`src/rtl/register_bank_if.sv`:
```
// Register bank access bus: one write port plus two independent read ports.
// Latency: read data is registered and appears one clock after an enabled read.
// Backpressure: none; every strobe is accepted on the edge at which it is sampled.
interface register_bank_if #(
  parameter int DATA_WIDTH = 32,
  parameter int ADDR_WIDTH = 4
);
  logic                  write_en;
  logic [ADDR_WIDTH-1:0] write_addr;
  logic [DATA_WIDTH-1:0] write_data;
  logic                  read_en_a;
  logic [ADDR_WIDTH-1:0] read_addr_a;
  logic [DATA_WIDTH-1:0] read_data_a;
  logic                  read_en_b;
  logic [ADDR_WIDTH-1:0] read_addr_b;
  logic [DATA_WIDTH-1:0] read_data_b;

  // Requester side: drives strobes, addresses and write data.
  modport master (
    output write_en, write_addr, write_data,
    output read_en_a, read_addr_a,
    output read_en_b, read_addr_b,
    input  read_data_a, read_data_b
  );

  // Register bank side: returns registered read data.
  modport slave (
    input  write_en, write_addr, write_data,
    input  read_en_a, read_addr_a,
    input  read_en_b, read_addr_b,
    output read_data_a, read_data_b
  );
endinterface

```
`src/rtl/register_bank.sv`:
```
// General-purpose register file: NUM_REGS words, one write port, two registered read ports.
// Latency: a read enabled at edge N presents its data right after edge N (one cycle).
// Backpressure: none; writes and reads are accepted unconditionally every cycle.
module register_bank #(
  parameter int                    DATA_WIDTH = 32,
  parameter int                    NUM_REGS   = 16,
  parameter int                    ADDR_WIDTH = 4,
  parameter logic [DATA_WIDTH-1:0] INIT       = '0,
  parameter bit                    ZERO_REG0  = 1'b0,
  parameter bit                    BYPASS     = 1'b1
) (
  input logic            clock,
  input logic            clear,
  register_bank_if.slave bus
);

  // One extra bit so NUM_REGS == 2**ADDR_WIDTH is representable; the full
  // address is compared against it so unused high codes never alias a register.
  localparam logic [ADDR_WIDTH:0] LIMIT = NUM_REGS[ADDR_WIDTH:0];

  function automatic logic in_range(input logic [ADDR_WIDTH-1:0] addr);
    return ({1'b0, addr} < LIMIT);
  endfunction

  // Power-up contents are a simulation convenience; clear is the real reset.
  logic [DATA_WIDTH-1:0] regs [NUM_REGS] = '{default: INIT};
  logic [DATA_WIDTH-1:0] data_a = INIT;
  logic [DATA_WIDTH-1:0] data_b = INIT;

  logic                  write_ok;
  logic [DATA_WIDTH-1:0] next_a;
  logic [DATA_WIDTH-1:0] next_b;

  // A write lands only for an in-range address, and never into a hardwired R0.
  assign write_ok = bus.write_en
                 && in_range(bus.write_addr)
                 && !(ZERO_REG0 && (bus.write_addr == '0));

  // Register array update; clear wins over any write in the same cycle.
  always_ff @(posedge clock) begin
    if (clear) begin
      for (int i = 0; i < NUM_REGS; i++) begin
        regs[i] <= '0;
      end
    end else if (write_ok) begin
      regs[bus.write_addr] <= bus.write_data;
    end
  end

  // Read-port selection: out-of-range and hardwired R0 give zero; with BYPASS a
  // same-cycle write to the read address is forwarded (write-first).
  always_comb begin
    next_a = '0;
    next_b = '0;
    if (in_range(bus.read_addr_a) && !(ZERO_REG0 && (bus.read_addr_a == '0))) begin
      next_a = regs[bus.read_addr_a];
      if (BYPASS && write_ok && (bus.write_addr == bus.read_addr_a)) begin
        next_a = bus.write_data;
      end
    end
    if (in_range(bus.read_addr_b) && !(ZERO_REG0 && (bus.read_addr_b == '0))) begin
      next_b = regs[bus.read_addr_b];
      if (BYPASS && write_ok && (bus.write_addr == bus.read_addr_b)) begin
        next_b = bus.write_data;
      end
    end
  end

  // Port A output register: loads on its strobe, otherwise holds.
  always_ff @(posedge clock) begin
    if (clear) begin
      data_a <= '0;
    end else if (bus.read_en_a) begin
      data_a <= next_a;
    end
  end

  // Port B output register: loads on its strobe, otherwise holds.
  always_ff @(posedge clock) begin
    if (clear) begin
      data_b <= '0;
    end else if (bus.read_en_b) begin
      data_b <= next_b;
    end
  end

  assign bus.read_data_a = data_a;
  assign bus.read_data_b = data_b;

endmodule

```
`src/flat_wrapper.sv`:
```
// flat-port wrapper written by rule: the top's interface ports become plain ports
module register_bank_flat 
#(
  parameter int                    DATA_WIDTH = 32,
  parameter int                    NUM_REGS   = 16,
  parameter int                    ADDR_WIDTH = 4,
  parameter logic [DATA_WIDTH-1:0] INIT       = '0,
  parameter bit                    ZERO_REG0  = 1'b0,
  parameter bit                    BYPASS     = 1'b1
)
  (clock, clear, bus_write_en, bus_write_addr, bus_write_data, bus_read_en_a, bus_read_addr_a, bus_read_en_b, bus_read_addr_b, bus_read_data_a, bus_read_data_b);
  register_bank_if #(.DATA_WIDTH(DATA_WIDTH), .ADDR_WIDTH(ADDR_WIDTH)) bus_i ();
  input logic clock;
  input logic clear;
  input wire logic [$bits(bus_i.write_en)-1:0] bus_write_en;
  input wire logic [$bits(bus_i.write_addr)-1:0] bus_write_addr;
  input wire logic [$bits(bus_i.write_data)-1:0] bus_write_data;
  input wire logic [$bits(bus_i.read_en_a)-1:0] bus_read_en_a;
  input wire logic [$bits(bus_i.read_addr_a)-1:0] bus_read_addr_a;
  input wire logic [$bits(bus_i.read_en_b)-1:0] bus_read_en_b;
  input wire logic [$bits(bus_i.read_addr_b)-1:0] bus_read_addr_b;
  output wire logic [$bits(bus_i.read_data_a)-1:0] bus_read_data_a;
  output wire logic [$bits(bus_i.read_data_b)-1:0] bus_read_data_b;
  assign bus_i.write_en = bus_write_en;
  assign bus_i.write_addr = bus_write_addr;
  assign bus_i.write_data = bus_write_data;
  assign bus_i.read_en_a = bus_read_en_a;
  assign bus_i.read_addr_a = bus_read_addr_a;
  assign bus_i.read_en_b = bus_read_en_b;
  assign bus_i.read_addr_b = bus_read_addr_b;
  assign bus_read_data_a = bus_i.read_data_a;
  assign bus_read_data_b = bus_i.read_data_b;
  register_bank #(.DATA_WIDTH(DATA_WIDTH), .NUM_REGS(NUM_REGS), .ADDR_WIDTH(ADDR_WIDTH), .INIT(INIT), .ZERO_REG0(ZERO_REG0), .BYPASS(BYPASS)) u_core (.clock(clock), .clear(clear), .bus(bus_i));
endmodule
```
`config.mk`:
```
export PLATFORM = sky130hd
export DESIGN_NAME = register_bank_flat
export DESIGN_NICKNAME = d
export VERILOG_FILES = /design/src/rtl/register_bank_if.sv /design/src/rtl/register_bank.sv /design/src/flat_wrapper.sv
export SDC_FILE = /design/constraint.sdc
export NUM_CORES = 1
export LEC_CHECK = 0
export BUFFER_PORTS_ARGS = -buffer_cell sky130_fd_sc_hd__buf_2
export CAP_MARGIN = 0
export CORE_ASPECT_RATIO = 1.75
export CORE_MARGIN = 2
export CORE_UTILIZATION = 50
export CTS_CLUSTER_DIAMETER = 200
export DETAILED_ROUTE_END_ITERATION = 7
export GPL_ROUTABILITY_DRIVEN = 0
export PLACE_DENSITY = 0.67
export SYNTH_ARGS = -nofsm -noshare
export SYNTH_HDL_FRONTEND = slang
export SYNTH_SLANG_ARGS = --single-unit
```
`constraint.sdc`:
```
create_clock -name clock -period 2.7 [get_ports clock]
set_input_delay 0.135 -clock clock [delete_from_list [all_inputs] [get_ports clock]]
set_output_delay 0.135 -clock clock [all_outputs]
set_load 0.1 [all_outputs]
```
* Word-level counts from Yosys, hierarchy flattened
Memories as Yosys holds them, arrays and structs flattened. A register that Yosys moved wholly into a read port is not among the register bits.
Cells that the tools add are included.
** Storage, ports and cells
- Input port bits :: 49
- Bits in writable memories :: 512
- Register bits after elaboration :: 0
- Word-level logic and storage cells :: 10
- Output and inout port bits :: 64
- Memories kept :: 1
** Memories
- u_core.regs :: words 16, bits a word 32, rd ports 2, clocked after memory_dff 2, write ports 16, RTL line register_bank.sv:26 : logic [DATA_WIDTH-1:0] regs [NUM_REGS] = '{default: INIT};
** Cells by class
- Multiplexer cells :: 8
- Reductions and logical operators :: 1
** Operators by type and width (number)
- 2-to-1 mux 32 bit :: 1
- OR reduction 32 bit :: 1
- 2-to-1 mux 1 bit :: 6
- 2-to-1 mux 4 bit :: 1

* Longest topological paths before layout
- Depth after elaboration :: 5
- Mapped depth :: 8

* Worst setup path before layout
Ideal clock, no wire load.
- Path kind :: input port to flip-flop
- From :: in clear
- To :: mem u_core.regs[2][0], enable pin
- Arrival time :: 1569 ps
- Path buffers :: 1
- Setup slack :: 756 ps
- Cell stages on the path :: 5
- Path through :: clkbuf_1 -> nand2b_1 -> or3_1 -> nor2_1 -> or2_2
** RTL lines
- start: declaration :: RTL line flat_wrapper.sv:14 : input logic clear;
- end: declaration :: RTL line register_bank.sv:26

==> impl_metrics.ini <==
[outcome]
status = finished, final reports clean

[pwr]
ir_drop_uv = 458
p_switching_mw = 5.67
pwr-share-clk_pct = 35.3
comb_power_share_pct = 15.0
power_density_nw_per_um2 = 632
intPower_mw = 15.5
leakagePower_nw = 11.9
switching_share_pct = 26.8
power_frac_seq_pct = 49.7

[layout]
drive_above_1_share_pct = 28.0
fillers = 4661
seqCellArea_um2 = 16700
layout.nets = 2196
diodes = 0
area_growth_pct = 11.7
multi_input_area_um2 = 12400
fin_util_pct = 56.6

[worst_setup_path]
worst_setup_path_start_kind = flip-flop
path_cells = mux4_2 -> a22oi_1 -> nand2_1 -> o221a_1
cp-startpoint = u_core.regs[13][10]
path_buf_inv = 0
criticalPathCategory = reg2reg
rr_startpoint = u_core.regs[13][10]
path_max_fanout = 2
cp_data_arrival_time_ns = 2.15
end_kind = flip-flop
cp_top_family = compound AO/OA/AOI/OAI gates
slowest_delay_ns = 0.49
crit_slowest_cell = mux4_2
cp_data_required_time_ns = 3.19

[synthesis]
netlist_area_um2 = 30000
ys_seq_area_share_pct = 55.5
avgSynthCellArea_um2 = 14.4
postSynthCellCount = 2086
netlist_top_cells_area = edfxtp_1 (51%), mux4_2 (16%), and2_1 (11%)
yosys-top-cells-count = and2_1 (514), edfxtp_1 (512), mux4_2 (215)
synth.most_common_cell = and2_1
yosysTopAreaCellShare_pct = 51.3
ys_types = 43
ys.flop_type = edfxtp_1
ys_warn_count = 0
synth_edf_count = 512
synth_fp_nets = 2135
synthArstFlopShare_pct = 0
yosys.area.top_type = edfxtp_1
ys_seq_elements = 576

[clocking]
cts.clk_slew.worst_paths_ns = 0.07
cts_tree = yes
cts_buffer_depth = 3
htree_num_levels = 2
cts_buffers = 52
clock_sinks = 576
cts_post_setup_buffers_inserted = 0
root_buffer = clkbuf_16
insertion_delay_ns = 0.60

[global_routing]
grt_max_degree = 50
grt-ovfl-total = 0
antenna_found_initial = 0
grt_pass1_vias = 20900
grtUsageTotal_pct = 31.6
grt_pass1_wl_mm = 139

[drt]
route.met3.wl_mm = 8.65
dr.first_iter.drc_count = 2170
via_per_inst = 6.67
wl_mm = 96.9
route.antenna.remaining_nets = 0
highest_layer = met4
drc = 0
met2_length_mm = 49.8
wl_met1_mm = 32.4
firstDrtPassIters = 7
avgRoutedWirePerCell_um = 32.7
vias = 19800

[hold_path]
hold_path.class = in2reg
min_from = bus_write_data[16]

[die]
die_h_um = 328
core.rowCount = 118
initial_core_util_pct = 50.7
die_w_um = 189
core_area_um2 = 59200
dieArea_um2 = 62000
io_pins = 113

[timing]
clock.fmax_mhz = 601
rsz0062_at_grt = false
skew_ns = 0.0228
tns_ns = 0
slew_headroom_pct = 34.8
fin_crit_ns = 1.67
tightest_slew_ns = 0.976
finalHoldViolCount = 0
slew_violations = 0
finalCritPeriodShare_pct = 61.7
finalSetupViolations = 0

[flow_run]
cap_violations = 0

[place]
portBuffers = 112
hpwl_mm = 57.8
==> cell type report <==
cell class                      count  share of cell area (%)
Timing Repair Buffer              217                    5.30
Tap cell                          780                    2.91
Inverter                            1                  0.0112
Clock inverter                     28                   0.717
Multi-Input combinational cell   1299                    37.0
Sequential cell                   576                    49.7
Clock buffer                       67                    4.30
==> path summary, 6_finish.rpt <==
check	cells after the start	slack [ns]	endpoint
setup / recovery	4	1.03	u_core.bus.read_data_a[10]
hold / removal	2	0.02	u_core.bus.read_data_a[16]
hold reg to reg	2	0.53	u_core.bus.read_data_b[3]
setup reg to reg	4	1.03	u_core.bus.read_data_a[10]
==> state kept, by name (all words and copies together) (netlist names) <==
name and flops:
u_core.regs 512, u_core.bus.read_data_b 32, u_core.bus.read_data_a 32
==> power groups by stage <==
stage / clock network (mW) / logic (mW) / registers, mW
after CTS: 7.52 / 3.17 / 10.5
after global placement: 0 / 3.14 / 10.7
after floorplan: 0 / 1.64 / 11.2
final: 7.47 / 3.18 / 10.5
after global routing: 7.83 / 3.31 / 10.6
after detailed placement: 0 / 3.17 / 10.7
==> per-layer routing <==
layer  vias up  global-route usage, %
li1       8071                      -
met5         -                      0
met3       352                   4.73
met1     10100                   36.5
met2      1271                   55.5
met4         0                   18.5
==> placed cells by master, fill, tap and decap left out, types with 12 or more instances in the layout <==
master     synthesis  final
and2_1           514    512
edfxtp_1         512    512
mux4_2           215    215
nor2_1           120    107
buf_2             30    106
a22oi_1           86     86
mux2i_1           82     82
buf_4             13     74
dfxtp_1           64     64
clkbuf_16          0     53
nand2_1           45     44
mux2_2            32     32
o221a_1           32     32
buf_12             0     31
nor3_1            24     21
a2111oi_2         21     21
a221oi_1          20     20
or2_2             16     16
nor2_4             0     13
a21oi_1           12     12
a2bb2oi_1         12     12
==> what timing repair did <==
item,4_1_cts,5_1_grt
hold buffers,2,0
endpoints found under the hold margin,6,0
resized for setup,0,0
==> per-stage QoR <==
step / std cells / hold WS, ns / total power [mW] / cell area, um2 / worst slack, ns
after global routing: 2968 / 0.0520 / 21.7 / 33500 / 0.992
final: 2968 / 0.0246 / 21.2 / 33500 / 1.03
after CTS: 2968 / 0.00272 / 21.2 / 33500 / 1.02
after detailed placement: 2871 / 0.512 / 13.9 / 31800 / 0.479
after global placement: 2871 / 0.520 / 13.8 / 31800 / 0.524
after floorplan: 2086 / 0.323 / 12.8 / 30000 / 0.756
==> kinds of logic (layout without fill, tap and decap cells) <==
group | count (synthesis) | in the layout | synth area share, %
buffers and inverters | 211 | 313 | 3.61
DFF | 576 | 576 | 55.5
muxes | 329 | 329 | 20.1
AOI/OAI and AO/OA | 226 | 226 | 6.62
and+or+nand+nor | 736 | 736 | 13.9
xor gates and xnor gates | 8 | 8 | 0.234
Power figures use the tool's default switching activity.
